## src/rtl/sprite_animator.sv

```systemverilog
// -----------------------------------------------------------------------------
// sprite_animator
//
// Animation and placement engine for the VGA sprite pipeline. Sits between the
// timing generator and the frame/palette lookups. Once per video frame (the
// cycle where pix_x==0 && pix_y==0) it advances a free-running frame counter, a
// speed divider and the animation frame index according to the playback mode.
// The sprite window qualifier and sprite-local coordinates are combinational
// from the pixel position so they stay pixel-aligned with the timing generator.
//
// Optional feature macro: SPRITE_BOUNCE_EN
//   defined   : the sprite box bounces one pixel per frame in X and Y, reversing
//               at the 640x480 screen edges; motion freezes in hold mode.
//   undefined : the sprite box is fixed at (X0, Y0).
//
// Ports
//   clk           in  pixel clock
//   rst_n         in  asynchronous active-low reset
//   pix_x, pix_y  in  current pixel from the timing generator (10 bits each)
//   mode          in  00 loop, 01 ping-pong, 10 one-shot, 11 hold
//   speed         in  video frames per animation step, minus 1
//   trigger       in  single-cycle pulse restarting playback
//   frame_num     out current animation frame
//   frame_counter out free-running 7-bit video-frame count
//   done          out one-shot sequence finished
//   in_sprite     out current pixel lies inside the sprite box
//   spr_x, spr_y  out sprite-local coordinates
// -----------------------------------------------------------------------------
module sprite_animator #(
  parameter int N_FRAMES = 4,
  parameter int FW       = $clog2(N_FRAMES),
  parameter int DIV_W    = 4,
  parameter int SPR_W    = 256,
  parameter int SPR_H    = 256,
  parameter int X0       = 256,
  parameter int Y0       = 50
) (
  input  logic                     clk,
  input  logic                     rst_n,
  input  logic [9:0]               pix_x,
  input  logic [9:0]               pix_y,
  input  logic [1:0]               mode,
  input  logic [DIV_W-1:0]         speed,
  input  logic                     trigger,
  output logic [FW-1:0]            frame_num,
  output logic [6:0]               frame_counter,
  output logic                     done,
  output logic                     in_sprite,
  output logic [$clog2(SPR_W)-1:0] spr_x,
  output logic [$clog2(SPR_H)-1:0] spr_y
);

  localparam int SXW = $clog2(SPR_W);
  localparam int SYW = $clog2(SPR_H);
  localparam logic [FW-1:0] LAST    = FW'(N_FRAMES - 1);
  localparam logic [FW-1:0] LAST_M1 = FW'(N_FRAMES - 2);
  localparam logic [FW-1:0] ONE     = FW'(1);

  logic [FW-1:0]    r_frame;
  logic [6:0]       r_fcnt;
  logic             r_done;
  logic             r_dir;     // 0 = counting up, 1 = counting down
  logic [DIV_W-1:0] r_div;
  logic [1:0]       r_mode_q;

  logic [FW-1:0]    w_frame_nxt;
  logic             w_done_nxt;
  logic             w_dir_nxt;
  logic [DIV_W-1:0] w_div_nxt;
  logic             w_tick;
  logic             w_mode_chg;
  logic [9:0]       w_pos_x;
  logic [9:0]       w_pos_y;
  logic [9:0]       w_dx;
  logic [9:0]       w_dy;

  assign w_tick     = (pix_x == 10'd0) && (pix_y == 10'd0);
  assign w_mode_chg = (mode != r_mode_q);

  // Next-state for the animation controls. Order of precedence: a mode change
  // clears done/dir, then trigger overrides everything, otherwise a tick may
  // advance the divider and, on divider match, take one animation step.
  always_comb begin
    w_frame_nxt = r_frame;
    w_done_nxt  = r_done;
    w_dir_nxt   = r_dir;
    w_div_nxt   = r_div;
    if (w_mode_chg) begin
      w_done_nxt = 1'b0;
      w_dir_nxt  = 1'b0;
    end
    if (trigger) begin
      w_frame_nxt = '0;
      w_div_nxt   = '0;
      w_dir_nxt   = 1'b0;
      w_done_nxt  = 1'b0;
    end else if (w_tick) begin
      if (r_div == speed) begin
        w_div_nxt = '0;
        case (mode)
          2'b00: begin
            w_frame_nxt = (r_frame == LAST) ? '0 : r_frame + 1'b1;
          end
          2'b01: begin
            // Turn around on reaching an end so each end frame shows once.
            // Entering ping-pong while already at an end is handled by
            // stepping away from it.
            if (!w_dir_nxt) begin
              if (r_frame == LAST) begin
                w_frame_nxt = LAST_M1;
                w_dir_nxt   = 1'b1;
              end else begin
                w_frame_nxt = r_frame + 1'b1;
                if (r_frame == LAST_M1) w_dir_nxt = 1'b1;
              end
            end else begin
              if (r_frame == '0) begin
                w_frame_nxt = ONE;
                w_dir_nxt   = 1'b0;
              end else begin
                w_frame_nxt = r_frame - 1'b1;
                if (r_frame == ONE) w_dir_nxt = 1'b0;
              end
            end
          end
          2'b10: begin
            if (r_frame == LAST) begin
              w_done_nxt = 1'b1;
            end else begin
              w_frame_nxt = r_frame + 1'b1;
              if (r_frame == LAST_M1) w_done_nxt = 1'b1;
            end
          end
          default: begin
          end
        endcase
      end else begin
        // Free wrap through 2^DIV_W when speed was lowered below div_cnt.
        w_div_nxt = r_div + 1'b1;
      end
    end
  end

  always_ff @(posedge clk or negedge rst_n) begin
    if (!rst_n) begin
      r_frame  <= '0;
      r_fcnt   <= '0;
      r_done   <= 1'b0;
      r_dir    <= 1'b0;
      r_div    <= '0;
      r_mode_q <= 2'b00;
    end else begin
      r_frame  <= w_frame_nxt;
      r_done   <= w_done_nxt;
      r_dir    <= w_dir_nxt;
      r_div    <= w_div_nxt;
      r_mode_q <= mode;
      if (w_tick) r_fcnt <= r_fcnt + 7'd1;
    end
  end

`ifdef SPRITE_BOUNCE_EN
  logic [9:0] r_pos_x;
  logic [9:0] r_pos_y;
  logic       r_xneg;  // 1 = moving -X
  logic       r_yneg;  // 1 = moving -Y
  logic       w_x_hit_hi;
  logic       w_y_hit_hi;

  // True when a +1 step would push the far edge of the box past the screen.
  assign w_x_hit_hi = (12'(r_pos_x) + 12'(SPR_W) + 12'd1) > 12'd640;
  assign w_y_hit_hi = (12'(r_pos_y) + 12'(SPR_H) + 12'd1) > 12'd480;

  always_ff @(posedge clk or negedge rst_n) begin
    if (!rst_n) begin
      r_pos_x <= 10'(X0);
      r_pos_y <= 10'(Y0);
      r_xneg  <= 1'b0;
      r_yneg  <= 1'b0;
    end else if (w_tick && (mode != 2'b11)) begin
      // On a reversal the box moves in the new direction on the same tick.
      if (!r_xneg) begin
        if (w_x_hit_hi) begin
          r_xneg  <= 1'b1;
          r_pos_x <= r_pos_x - 10'd1;
        end else begin
          r_pos_x <= r_pos_x + 10'd1;
        end
      end else begin
        if (r_pos_x == 10'd0) begin
          r_xneg  <= 1'b0;
          r_pos_x <= r_pos_x + 10'd1;
        end else begin
          r_pos_x <= r_pos_x - 10'd1;
        end
      end
      if (!r_yneg) begin
        if (w_y_hit_hi) begin
          r_yneg  <= 1'b1;
          r_pos_y <= r_pos_y - 10'd1;
        end else begin
          r_pos_y <= r_pos_y + 10'd1;
        end
      end else begin
        if (r_pos_y == 10'd0) begin
          r_yneg  <= 1'b0;
          r_pos_y <= r_pos_y + 10'd1;
        end else begin
          r_pos_y <= r_pos_y - 10'd1;
        end
      end
    end
  end

  assign w_pos_x = r_pos_x;
  assign w_pos_y = r_pos_y;
`else
  assign w_pos_x = 10'(X0);
  assign w_pos_y = 10'(Y0);
`endif

  // Unsigned wrap makes pixels left of / above the box look huge, so a single
  // less-than test per axis bounds the box on both sides.
  assign w_dx = pix_x - w_pos_x;
  assign w_dy = pix_y - w_pos_y;

  assign in_sprite     = (11'(w_dx) < 11'(SPR_W)) && (11'(w_dy) < 11'(SPR_H));
  assign spr_x         = w_dx[SXW-1:0];
  assign spr_y         = w_dy[SYW-1:0];
  assign frame_num     = r_frame;
  assign frame_counter = r_fcnt;
  assign done          = r_done;

endmodule
```

## config.mk

```make
export PLATFORM = sky130hd
export DESIGN_NAME = sprite_animator
export DESIGN_NICKNAME = d
export VERILOG_FILES = /design/src/rtl/sprite_animator.sv
export SDC_FILE = /design/constraint.sdc
export NUM_CORES = 1
export LEC_CHECK = 0
export BUFFER_PORTS_ARGS = -buffer_cell sky130_fd_sc_hd__buf_2
export CELL_PAD_IN_SITES_DETAIL_PLACEMENT = 1
export CELL_PAD_IN_SITES_GLOBAL_PLACEMENT = 1
export CORE_ASPECT_RATIO = 0.6
export CORE_MARGIN = 3
export CORE_UTILIZATION = 36
export CTS_CLUSTER_DIAMETER = 40
export DETAILED_ROUTE_END_ITERATION = 6
export GPL_ROUTABILITY_DRIVEN = 0
export MAX_ROUTING_LAYER = met4
export PLACE_DENSITY_LB_ADDON = 0.2
export REMOVE_ABC_BUFFERS = 1
export SYNTH_ARGS = -nofsm -noshare
export SYNTH_HDL_FRONTEND = slang
export SYNTH_SLANG_ARGS = --single-unit
```

## constraint.sdc

```tcl
create_clock -name clk -period 3.6 [get_ports clk]
set_input_delay 0.72 -clock clk [delete_from_list [all_inputs] [get_ports clk]]
set_output_delay 0.72 -clock clk [all_outputs]
set_load 0.01 [all_outputs]
```

# Yosys cells after proc, flatten, opt, wreduce, memory -nomap -nowiden
# Index checks and enable logic that the tools add are counted.
dict set report classes {
  n_eq_ne 8
  n_addsub 6
  n_reduce_logical 10
  n_mux 29
  magnitude_cmp 2
}
# cell n
set ops {}
lappend ops {{logical NOT 10 bit} 2}
lappend ops {{less-than comparator 10 x 9 -> 1 bit, second input constant} 2}
lappend ops {{2-to-1 mux 1 bit} 17}
lappend ops {{2-to-1 mux 2 bit} 8}
lappend ops {{2-to-1 mux 4 bit} 3}
lappend ops {{subtractor 10 x 6 -> 10 bit, second input constant} 1}
lappend ops {{subtractor 10 x 9 -> 10 bit, second input constant} 1}
lappend ops {{adder 7 x 1 -> 7 bit, second input constant} 1}
lappend ops {{== test 2 bit, second input constant} 3}
lappend ops {{case mux 2 bit (3 select lines)} 1}
lappend ops {{adder 4 x 1 -> 4 bit, second input constant} 1}
lappend ops {{== test 2 x 1 -> 1 bit, second input constant} 2}
lappend ops {{== test 4 bit} 1}
lappend ops {{logical NOT 2 bit} 2}
lappend ops {{AND reduction 4 bit} 1}
lappend ops {{nonzero test 2 bit} 2}
lappend ops {{nonzero test 4 bit} 1}
lappend ops {{inequality test 3 bit, second input constant} 1}
lappend ops {{adder 2 x 1 -> 2 bit, second input constant} 1}
lappend ops {{logical AND 1 bit} 2}
lappend ops {{inequality test 2 bit} 1}
lappend ops {{subtractor 2 x 1 -> 2 bit, second input constant} 1}
dict set report totals {
  output_inout_bits 27
  reg_bits 17
  inputBits 29
  wordCells 61
}

# Logic depth before layout (Yosys ltp)
# Gate-level depths: netlist of the first run.
dict set report depth {
  ltp_word 8
  mapped_depth 7
  mapped_depth_nobuf 7
}

# Least setup slack after synthesis of the first run
# No wires, ideal clock.
dict set report synth_path {
  kind {input port to output port}
  startpoint {in pix_y[1]}
  endpoint {out in_sprite}
  slack_ns 0.704
  stages 7
  n_path_buf 0
  arrival_ns 2.176
  required_ns 2.880
  path_cell_list {inv_1 -> ha_1 -> nand2b_1 -> a31oi_1 -> and2_1 -> xor2_1 -> a2111oi_0}
}
dict set report synth_between {
  elab_chain_len 3
}
# item line
set synth_rtl {}
lappend synth_rtl {{start: declaration} 41} ;# input logic [9:0] pix_y,
lappend synth_rtl {{subtractor 10 x 6 -> 10 bit} 225} ;# assign w_dy = pix_y - w_pos_y;
lappend synth_rtl {{less-than comparator 10 x 9 -> 1 bit} 227} ;# assign in_sprite = (11'(w_dx) < 11'(SPR_W)) && (11'(w_dy) < 11'(SPR_H));
lappend synth_rtl {{logical AND 1 bit} 227}
lappend synth_rtl {{end: declaration} 48} ;# output logic in_sprite,
# No other way between the ends.

# Worst setup path in the final report of the first run
# Ends and elaborated chain as after synthesis.

==> metrics.log, run 1 <==
INFO  metric cts_tree = done
INFO  metric worst_setup_path_end_kind = output pin
INFO  metric synth.lib_cells_used.distinct = 38
INFO  metric antenna_cells_inserted = 0
INFO  metric grt_pass1_wl = 6.00 mm
INFO  metric dr.max_layer_used = met4
INFO  metric criticalPathCategory = in2out
INFO  metric pin_count = 56
INFO  metric rsz0062_at_grt = no
INFO  metric internal_power = 304 uW
INFO  metric clk_pin_slew_worst_paths = 0.07 ns
INFO  metric crit_path_start_kind = input port
INFO  metric yosysSeqAreaShare = 33.8%
INFO  metric core_area = 3100 um2
INFO  metric totalWireLength = 3.44 mm
INFO  metric timing.final.hold_violations = 0
INFO  metric tritoncts.num_buffers = 3
INFO  metric post_synth_most_frequent_cells = dfrtp_1, xnor2_1, a21oi_1, ha_1, inv_1
INFO  metric met2_length = 1.51 mm
INFO  metric place.port_buffers = 55
INFO  metric number_of_nets_in_the_final_layout = 225
INFO  metric placed_cell_area = 1510 um2
INFO  metric sinks_on_clock_net = 17
INFO  metric wirelength_met1 = 1.71 mm
INFO  metric vias_cell = 5.07
INFO  metric setup_viol = 0
INFO  metric transition_time_of_the_tightest_slew_check_pin = 0.787 ns
INFO  metric grt_antenna_before_repair = 0
INFO  metric fin_crit = 2.92 ns
INFO  metric layout-drive-gt1-share = 34.1%
INFO  metric yosys.cell_count.top_type = dfrtp_1
INFO  metric synth_top_area_share = 33.8%
INFO  metric dr.pass1.iters = 4
INFO  metric syn_area_per_cell = 9.19 um2
INFO  metric post_cts_setup_repair_bufs = 0
INFO  metric synth-compound-area-share = 12.7%
INFO  metric yosysTopAreaCell = dfrtp_1
INFO  metric die_x = 82.3 um
INFO  metric fraction_of_power_consumed_by_the_clock_network = 35.1%
INFO  metric synthTopCellsByArea = dfrtp_1, ha_1, xnor2_1
INFO  metric cp_data_required_time = 2.88 ns
INFO  metric highest_clock_rate = 342 MHz
INFO  metric share_of_the_clock_period_used_by_the_worst_path_after_layout = 81.2%
INFO  metric worst_slew_margin_rel = 47.1%
INFO  metric power.share.combinational = 19.3%
INFO  metric yosys.area_share.xor_xnor = 12.5%
INFO  metric synth_enable_flop_cells = 0
INFO  metric clk-insertion-delay-late = 0.26 ns
INFO  metric synth_mux_area_share = 1.69%
INFO  metric post_synthesis_cell_count = 137
INFO  metric hold_path.class = in2async
INFO  metric drt_drc_violations_left = 0
INFO  metric area_growth = 23.7%
INFO  metric timing.setup.tns = 0 ns
INFO  metric clock_root_buffer = clkbuf_8
INFO  metric grt.total_usage = 18.9%
INFO  metric path_max_fanout = 2
INFO  metric number_of_global_route_vias_before_repair = 1193
INFO  metric routed_wl_met3 = 208 um
INFO  metric final.setup_skew = 0.00712 ns
INFO  metric synth_seq_cells = 17
INFO  metric synth_simple_gate_area_share = 20.3%
INFO  metric synth_top_family_by_area = simple AND/OR/NAND/NOR gates
INFO  metric first_iter_violations = 29
INFO  metric design.die.area = 4260 um2
INFO  metric routedWlPerCell = 15.1 um
INFO  metric postSynth.topFlopCell = dfrtp_1
INFO  metric die-height = 51.8 um
INFO  metric number_of_hold_buffers_added_after_cts = 0
INFO  metric vdd_drop_max = 132 uV
INFO  metric hpwlAfterDp = 2.88 mm
INFO  metric stdcell_area = 1560 um2
INFO  metric routed-via-count = 1150
INFO  metric p_leak = 0.798 nW
INFO  metric detail-route-antenna-nets = 0
INFO  metric switching_share = 27.9%
INFO  metric cell_rows = 15
INFO  metric global_route.overflow_total = 0
INFO  metric cts.path.max_buffers = 2
INFO  metric synth-adder-area-share = 9.94%
INFO  metric cts_resized = 0
INFO  metric share_seq_of_total_power = 45.6%
INFO  metric grt_max_degree = 18
INFO  metric power.density = 271 nW/um2
INFO  metric timing.final.max_slew_violations = 0
INFO  metric cp_data_arrival_time = 2.20 ns
INFO  metric timing.max_cap.violations = 0
INFO  metric run_status = complete, no violations
INFO  metric ys_async_sr_fraction = 100%
INFO  metric ctsHtreeMaxLevel = 1
INFO  metric netlist_area = 1260 um2
INFO  metric initial_core_util = 40.6%
INFO  metric net-switching-power = 118 uW
INFO  metric ys_warn_count = 0
==> kinds of logic (layout without fill, tap and decap cells) <==
kind of cell / count (synthesis) / in the layout
AND/OR/NAND/NOR: 44 / 44
XOR/XNOR: 18 / 18
AO/OA/AOI/OAI: 25 / 25
buffers and inverters: 21 / 69
multiplexers: 2 / 2
adder cells (fa/ha/maj): 10 / 10
flip-flops: 17 / 17
==> sequential cells by signal (all words and copies together), names as in the netlist <==
name,flops
r_dir,1
r_mode_q,2
frame_counter,7
frame_num,2
r_div,4
done,1
==> power by group through the flow <==
| stage | Clock (mW) | Combinational, mW | Sequential (mW) |
|---|---|---|---|
| after global placement | 0 | 0.0799 | 0.196 |
| after CTS | 0.149 | 0.0829 | 0.193 |
| after detailed placement | 0 | 0.0823 | 0.196 |
| after global routing | 0.156 | 0.0916 | 0.192 |
| final | 0.148 | 0.0815 | 0.193 |
| after floorplan | 0 | 0.0324 | 0.196 |
==> final timing paths <==
kind | from | endpoint | slack [ns] | cells after the start
max | pix_y[1] | in_sprite | 0.68 | 9
min | rst_n | r_div[2] | 0.38 | 1
max reg2reg | r_div[2] | frame_num[1] | 1.56 | 5
min reg2reg | frame_counter[6] | frame_counter[6] | 0.48 | 1
max in group asynchronous | rst_n | frame_counter[6] | 2.93 | 1
min in group clk | frame_counter[6] | frame_counter[6] | 0.48 | 1
==> layer usage <==
layer  vias to the layer above  global-route usage (%)
met1                       548                    25.9
met4                         0                    2.49
met2                        29                    28.7
met5                         -                       -
li1                        571                       -
met3                         2                    5.02
==> area by class of cell <==
cell class	count	area, um2
clock buffer	3	41.3
clock inverter	1	5.00
fill	390	1540
inverter	10	37.5
multi-input combinational	99	719
sequential	17	425
tap	42	52.6
timing repair buffer	55	275
==> critical path, cell delays in order <==
cell	delay [ns]
buf_2	0.12
inv_1	0.07
ha_1	0.18
nand2b_1	0.09
a31oi_1	0.25
and2_1	0.18
xor2_1	0.06
a2111oi_0	0.34
buf_2	0.20
==> per-stage QoR <==
stage	total power, mW	hold WS (ns)	utilization [%]	setup slack (ns)	std cells
after floorplan	0.229	0.424	-	0.704	126
after global placement	0.276	0.457	48.8	0.699	223
after detailed placement	0.278	0.466	48.8	0.684	223
after CTS	0.424	0.400	50.3	0.674	227
after global routing	0.440	0.413	50.3	0.469	227
final	0.422	0.377	50.3	0.675	227
==> cells in the final DEF (no fill, tap or decap), types with 3 or more instances in the layout <==
cell type,netlist,layout
a21oi_1,10,10
clkbuf_8,0,3
nand2_1,9,9
buf_2,0,55
inv_1,10,10
a31oi_1,3,3
nand3_1,6,6
nand2b_1,3,3
ha_1,10,10
xor2_1,4,4
nand4_1,4,4
dfrtp_1,17,17
nor2_1,5,5
xnor2_1,14,14
o211ai_1,3,3
(Power assumes the default switching activity.)
==> inputs of run 2 (changes only) <==
--- a/config.mk
+++ b/config.mk
@@ -10,7 +10,7 @@
 export CELL_PAD_IN_SITES_GLOBAL_PLACEMENT = 1
 export CORE_ASPECT_RATIO = 0.6
 export CORE_MARGIN = 3
-export CORE_UTILIZATION = 36
+export CORE_UTILIZATION = 34
 export CTS_CLUSTER_DIAMETER = 40
 export DETAILED_ROUTE_END_ITERATION = 6
 export GPL_ROUTABILITY_DRIVEN = 0
==> constraint.sdc (replaced) <==
create_clock -name clk -period 2.87 [get_ports clk]
set_input_delay 0.574 -clock clk [delete_from_list [all_inputs] [get_ports clk]]
set_output_delay 0.574 -clock clk [all_outputs]
set_load 0.01 [all_outputs]
==> run 2 against run 1 <==
Net effect:
- final cell count grew 1.8%
- sequential share of layout area shrank 0.24 points
- via count grew 1.0%
- critical path depth is the same
- clock power grew 26%
- worst setup slack lost 0.43 ns
- clock skew shrank 0.0057 ns
- combinational power grew 26%
- wire length shrank 0.23%
- worst hold slack lost 0.15 ns
- largest power group unchanged
==> metrics.log, run 2 (synthesis results as in run 1) <==
INFO  metric hold_path.class = in2async
INFO  metric cell_rows = 16
INFO  metric stdcell_area = 1570 um2
INFO  metric finalWorstSetupSlack = 0.245 ns
INFO  metric cts_tree = done
INFO  metric grt_pass1_wl = 5.78 mm
INFO  metric routed-via-count = 1162
INFO  metric worstSetupStartpoint = pix_y[1]
INFO  metric worst_setup_path_end_kind = output pin
INFO  metric path_max_fanout = 2
INFO  metric grt_antenna_before_repair = 0
INFO  metric finish.utilization = 46.1%
INFO  metric design.die.area = 4490 um2
INFO  metric timing.final.hold_violations = 0
INFO  metric power.density = 338 nW/um2
INFO  metric post_cts_setup_repair_bufs = 0
INFO  metric layout-drive-gt1-share = 34.4%
INFO  metric cp_data_required_time = 2.30 ns
INFO  metric clk-insertion-delay-late = 0.25 ns
INFO  metric place.port_buffers = 55
INFO  metric tritoncts.num_buffers = 3
INFO  metric final_common_cell = buf_2
INFO  metric timing.final.max_slew_violations = 0
INFO  metric beginning_of_the_worst_register_to_register_path = r_div[0]
INFO  metric vdd_drop_max = 151 uV
INFO  metric grt.total_usage = 16.9%
INFO  metric dr.pass1.iters = 4
INFO  metric fin_crit = 2.63 ns
INFO  metric highest_clock_rate = 381 MHz
INFO  metric hpwlAfterDp = 2.86 mm
INFO  metric die-height = 53.1 um
INFO  metric number_of_global_route_vias_before_repair = 1194
INFO  metric final.setup_skew = 0.00145 ns
INFO  metric grt_max_degree = 18
INFO  metric initial_core_util = 37.0%
INFO  metric share_of_the_clock_period_used_by_the_worst_path_after_layout = 91.5%
INFO  metric drt_drc_violations_left = 0
INFO  metric area_growth = 24.8%
INFO  metric largest_reg_flops = 7
INFO  metric dpl_worst_slack = 0.225 ns
INFO  metric totalWireLength = 3.43 mm
INFO  metric detail-route-antenna-nets = 0
INFO  metric vias_cell = 5.03
INFO  metric clock_root_buffer = clkbuf_8
INFO  metric routedWlPerCell = 14.8 um
INFO  metric cts.path.max_buffers = 2
INFO  metric worst_slew_margin_rel = 60.7%
INFO  metric criticalPathCategory = in2out
INFO  metric cp_data_arrival_time = 2.05 ns
INFO  metric first_iter_violations = 35
INFO  metric dpl.cell_count = 227
INFO  metric timing.max_cap.violations = 0
INFO  metric run_status = complete, no violations
INFO  metric die_x = 84.6 um
INFO  metric number_of_nets_in_the_final_layout = 226
INFO  metric antenna_cells_inserted = 0
INFO  metric clk_pin_slew_worst_paths = 0.07 ns
INFO  metric ctsHtreeMaxLevel = 1
INFO  metric placed_cell_area = 1520 um2
INFO  metric global_route.overflow_total = 0
INFO  metric sinks_on_clock_net = 17
INFO  metric crit_path_start_kind = input port
INFO  metric transition_time_of_the_tightest_slew_check_pin = 0.587 ns
INFO  metric cts_resized = 0
INFO  metric timing.setup.tns = 0 ns
INFO  metric pin_count = 56
INFO  metric layoutNonFillerInstCount = 231
INFO  metric p_leak = 0.800 nW
INFO  metric fillers = 440
INFO  metric rsz0062_at_grt = no
INFO  metric most-common-layout-cells = buf_2, dfrtp_1, xnor2_1
INFO  metric setup_viol = 0
INFO  metric number_of_hold_buffers_added_after_cts = 0
INFO  metric core_area = 3400 um2
[run 2: worst max-delay path: stages]
cell       delay [ns]
buf_2            0.12
inv_1            0.07
ha_1             0.17
nand2b_1         0.09
a31oi_1          0.23
and2_1           0.17
xor2_1           0.07
a2111oi_0        0.36
buf_2            0.20
[run 2: report_power, final]
part,leakage (nW),internal (mW),switching (mW)
clock network,0.0217,0.0978,0.0890
registers,0.233,0.241,0.000622
logic,0.545,0.0445,0.0582
[run 2: final timing paths]
kind                       depth (start not counted)  slack [ns]               end
min in group clk                                   1        0.47  frame_counter[6]
hold reg to reg                                    1        0.47  frame_counter[6]
setup reg to reg                                   6        1.18             r_dir
hold / removal                                     1        0.23          r_div[3]
max in group asynchronous                          1        2.37              done
setup / recovery                                   9        0.24         in_sprite
[run 2: area by class of cell]
class / instances / area [um2] / area share (%)
flip-flops and latches: 17 / 425 / 27.1
clock buffers: 3 / 41.3 / 2.63
multi-input cells: 99 / 719 / 45.8
repair buffers: 56 / 283 / 18.0
inverters: 10 / 37.5 / 2.39
clock inverters: 1 / 7.51 / 0.478
well taps: 45 / 56.3 / 3.59
[run 2: per-layer routing]
| layer | vias up | global-route usage (%) | share of wire [%] |
|---|---|---|---|
| met2 | 22 | 27.7 | 46 |
| li1 | 571 | - | - |
| met1 | 567 | 22.1 | 49 |
| met5 | - | - | 0 |
| met3 | 2 | 4.51 | 4.4 |
| met4 | 0 | 1.58 | 0.23 |
[run 2: through the flow]
stage,hold slack (ns),power [mW]
floorplan,0.278,0.287
global route,0.250,0.560
finish,0.229,0.531
detailed placement,0.465,0.350
global placement,0.458,0.347
CTS,0.241,0.536
==> inputs of run 3 (changes only) <==
--- a/config.mk
+++ b/config.mk
@@ -6,9 +6,8 @@
 export NUM_CORES = 1
 export LEC_CHECK = 0
 export BUFFER_PORTS_ARGS = -buffer_cell sky130_fd_sc_hd__buf_2
-export CELL_PAD_IN_SITES_DETAIL_PLACEMENT = 1
+export CELL_PAD_IN_SITES_DETAIL_PLACEMENT = 0
 export CELL_PAD_IN_SITES_GLOBAL_PLACEMENT = 1
-export CORE_ASPECT_RATIO = 0.6
 export CORE_MARGIN = 3
 export CORE_UTILIZATION = 34
 export CTS_CLUSTER_DIAMETER = 40
@@ -17,6 +16,7 @@
 export MAX_ROUTING_LAYER = met4
 export PLACE_DENSITY_LB_ADDON = 0.2
 export REMOVE_ABC_BUFFERS = 1
+export SKIP_LAST_GASP = 1
 export SYNTH_ARGS = -nofsm -noshare
 export SYNTH_HDL_FRONTEND = slang
 export SYNTH_SLANG_ARGS = --single-unit
==> run 3 against run 2 <==
Net effect:
- sequential share of layout area about the same
- largest power group unchanged
- critical path type unchanged
- die area down 0.53%
- maximum frequency about the same
==> metrics.log, run 3 (synthesis results as in run 1) <==
INFO  metric run_status = complete, no violations
INFO  metric cts_resized = 0
INFO  metric most-common-layout-cells = buf_2, dfrtp_1, xnor2_1
INFO  metric vdd_drop_max = 271 uV
INFO  metric placed_cell_area = 1520 um2
INFO  metric die-height = 66.8 um
INFO  metric largest_reg_flops = 7
INFO  metric dr.pass1.iters = 4
INFO  metric pin_count = 56
INFO  metric vias_cell = 4.87
INFO  metric reg2regPathDepth = 6
INFO  metric timing.final.max_slew_violations = 0
INFO  metric number_of_hold_buffers_added_after_cts = 0
INFO  metric path_max_fanout = 2
INFO  metric hpwlAfterDp = 2.22 mm
INFO  metric first_iter_violations = 28
INFO  metric power.share.combinational = 19.2%
INFO  metric clk_pin_slew_worst_paths = 0.06 ns
INFO  metric share_of_the_clock_period_used_by_the_worst_path_after_layout = 91.5%
INFO  metric place.port_buffers = 55
INFO  metric routedWlPerCell = 11.9 um
INFO  metric dr.max_layer_used = met3
INFO  metric sinks_on_clock_net = 17
INFO  metric detail-route-antenna-nets = 0
INFO  metric timing.max_cap.violations = 0
INFO  metric ctsHtreeMaxLevel = 1
INFO  metric routed_wl_met3 = 298 um
INFO  metric crit_path_start_kind = input port
INFO  metric number_of_global_route_vias_before_repair = 1038
INFO  metric antenna_cells_inserted = 0
INFO  metric highest_clock_rate = 381 MHz
INFO  metric clock_root_buffer = clkbuf_8
INFO  metric share_seq_of_total_power = 47.0%
INFO  metric design.die.area = 4470 um2
INFO  metric routed-via-count = 1130
INFO  metric timing.setup.tns = 0 ns
INFO  metric final_common_cell = buf_2
INFO  metric area_growth = 24.6%
INFO  metric die_x = 66.8 um
INFO  metric fin_crit = 2.63 ns
INFO  metric p_leak = 0.801 nW
INFO  metric drt_drc_violations_left = 0
INFO  metric finalWorstSetupSlack = 0.244 ns
INFO  metric cell_rows = 21
INFO  metric global_route.overflow_total = 0
INFO  metric timing.final.hold_violations = 0
INFO  metric cts.path.max_buffers = 2
INFO  metric fraction_of_power_consumed_by_the_clock_network = 33.8%
INFO  metric hold_path.class = in2async
INFO  metric layout-drive-gt1-share = 33.9%
INFO  metric final.setup_skew = 0.00298 ns
INFO  metric power.density = 328 nW/um2
INFO  metric clk-insertion-delay-late = 0.24 ns
INFO  metric criticalPathCategory = in2out
INFO  metric met2_length = 1.17 mm
INFO  metric cp_data_arrival_time = 2.05 ns
INFO  metric cts_tree = done
INFO  metric beginning_of_the_worst_register_to_register_path = r_div[2]
INFO  metric rsz0062_at_grt = no
INFO  metric reg2reg_to = done
INFO  metric internal_power = 384 uW
INFO  metric wirelength_met1 = 1.29 mm
INFO  metric worst_slew_margin_rel = 63.7%
INFO  metric totalWireLength = 2.76 mm
INFO  metric grt_pass1_wl = 4.36 mm
INFO  metric cp_data_required_time = 2.30 ns
INFO  metric transition_time_of_the_tightest_slew_check_pin = 0.542 ns
INFO  metric grt_antenna_before_repair = 0
INFO  metric grt.total_usage = 12.4%
INFO  metric initial_core_util = 36.6%
INFO  metric tritoncts.num_buffers = 3
INFO  metric switching_share = 25.4%
INFO  metric worst_setup_path_end_kind = output pin
INFO  metric reg2reg_setup_slack = 1.25 ns
INFO  metric net-switching-power = 131 uW
INFO  metric post_cts_setup_repair_bufs = 0
INFO  metric grt_max_degree = 18
INFO  metric dpl_worst_slack = 0.243 ns
INFO  metric setup_viol = 0
INFO  metric core_area = 3440 um2
INFO  metric stdcell_area = 1570 um2
INFO  metric number_of_nets_in_the_final_layout = 226
## run 3: metrics by stage
stage          util (%)  power, mW  hold slack [ns]  std cells
2_1_floorplan         -      0.287            0.278        126
3_3_place_gp       44.2      0.345            0.459        228
3_5_place_dp       44.2      0.346            0.463        228
4_1_cts            45.5      0.523            0.254        232
5_1_grt            45.5      0.544            0.260        232
6_report           45.5      0.514            0.243        232
## run 3: power by group through the flow
stage | Sequential (mW) | Clock, mW | Combinational [mW]
floorplan | 0.246 | 0 | 0.0406
CTS | 0.242 | 0.181 | 0.101
global route | 0.242 | 0.191 | 0.111
global placement | 0.246 | 0 | 0.0991
detailed placement | 0.246 | 0 | 0.100
finish | 0.242 | 0.174 | 0.0990
## run 3: worst max-delay path by stage
stage | from | endpoint | slack, ns | cells after the start
3_3_place_gp | pix_y[1] | in_sprite | 0.23 | 9
3_5_place_dp | pix_y[1] | in_sprite | 0.24 | 9
2_1_floorplan | pix_y[1] | in_sprite | 0.27 | 7
5_1_grt | pix_y[1] | in_sprite | 0.03 | 9
4_1_cts | pix_y[1] | in_sprite | 0.23 | 9
6_report | pix_y[1] | in_sprite | 0.24 | 9
## run 3: area by class of cell
type | instances | area (um2)
Inverter | 10 | 37.5
Timing Repair Buffer | 56 | 283
Sequential cell | 17 | 425
Clock buffer | 4 | 45.0
Multi-Input combinational cell | 99 | 719
Tap cell | 46 | 57.6
Fill cell | 351 | 1870
## run 3: metal layers
metal  global-route usage (%)  vias to the layer above
li1                         -                      569
met1                     16.8                      497
met2                     20.3                       64
met3                     1.85                        0
met4                     1.52                        0
met5                        -                        -
## run 3: critical path, cell delays in order
cell	delay, ns
buf_2	0.12
inv_1	0.07
ha_1	0.18
nand2b_1	0.08
a31oi_1	0.24
and2_1	0.18
xor2_1	0.06
a2111oi_0	0.34
buf_2	0.20
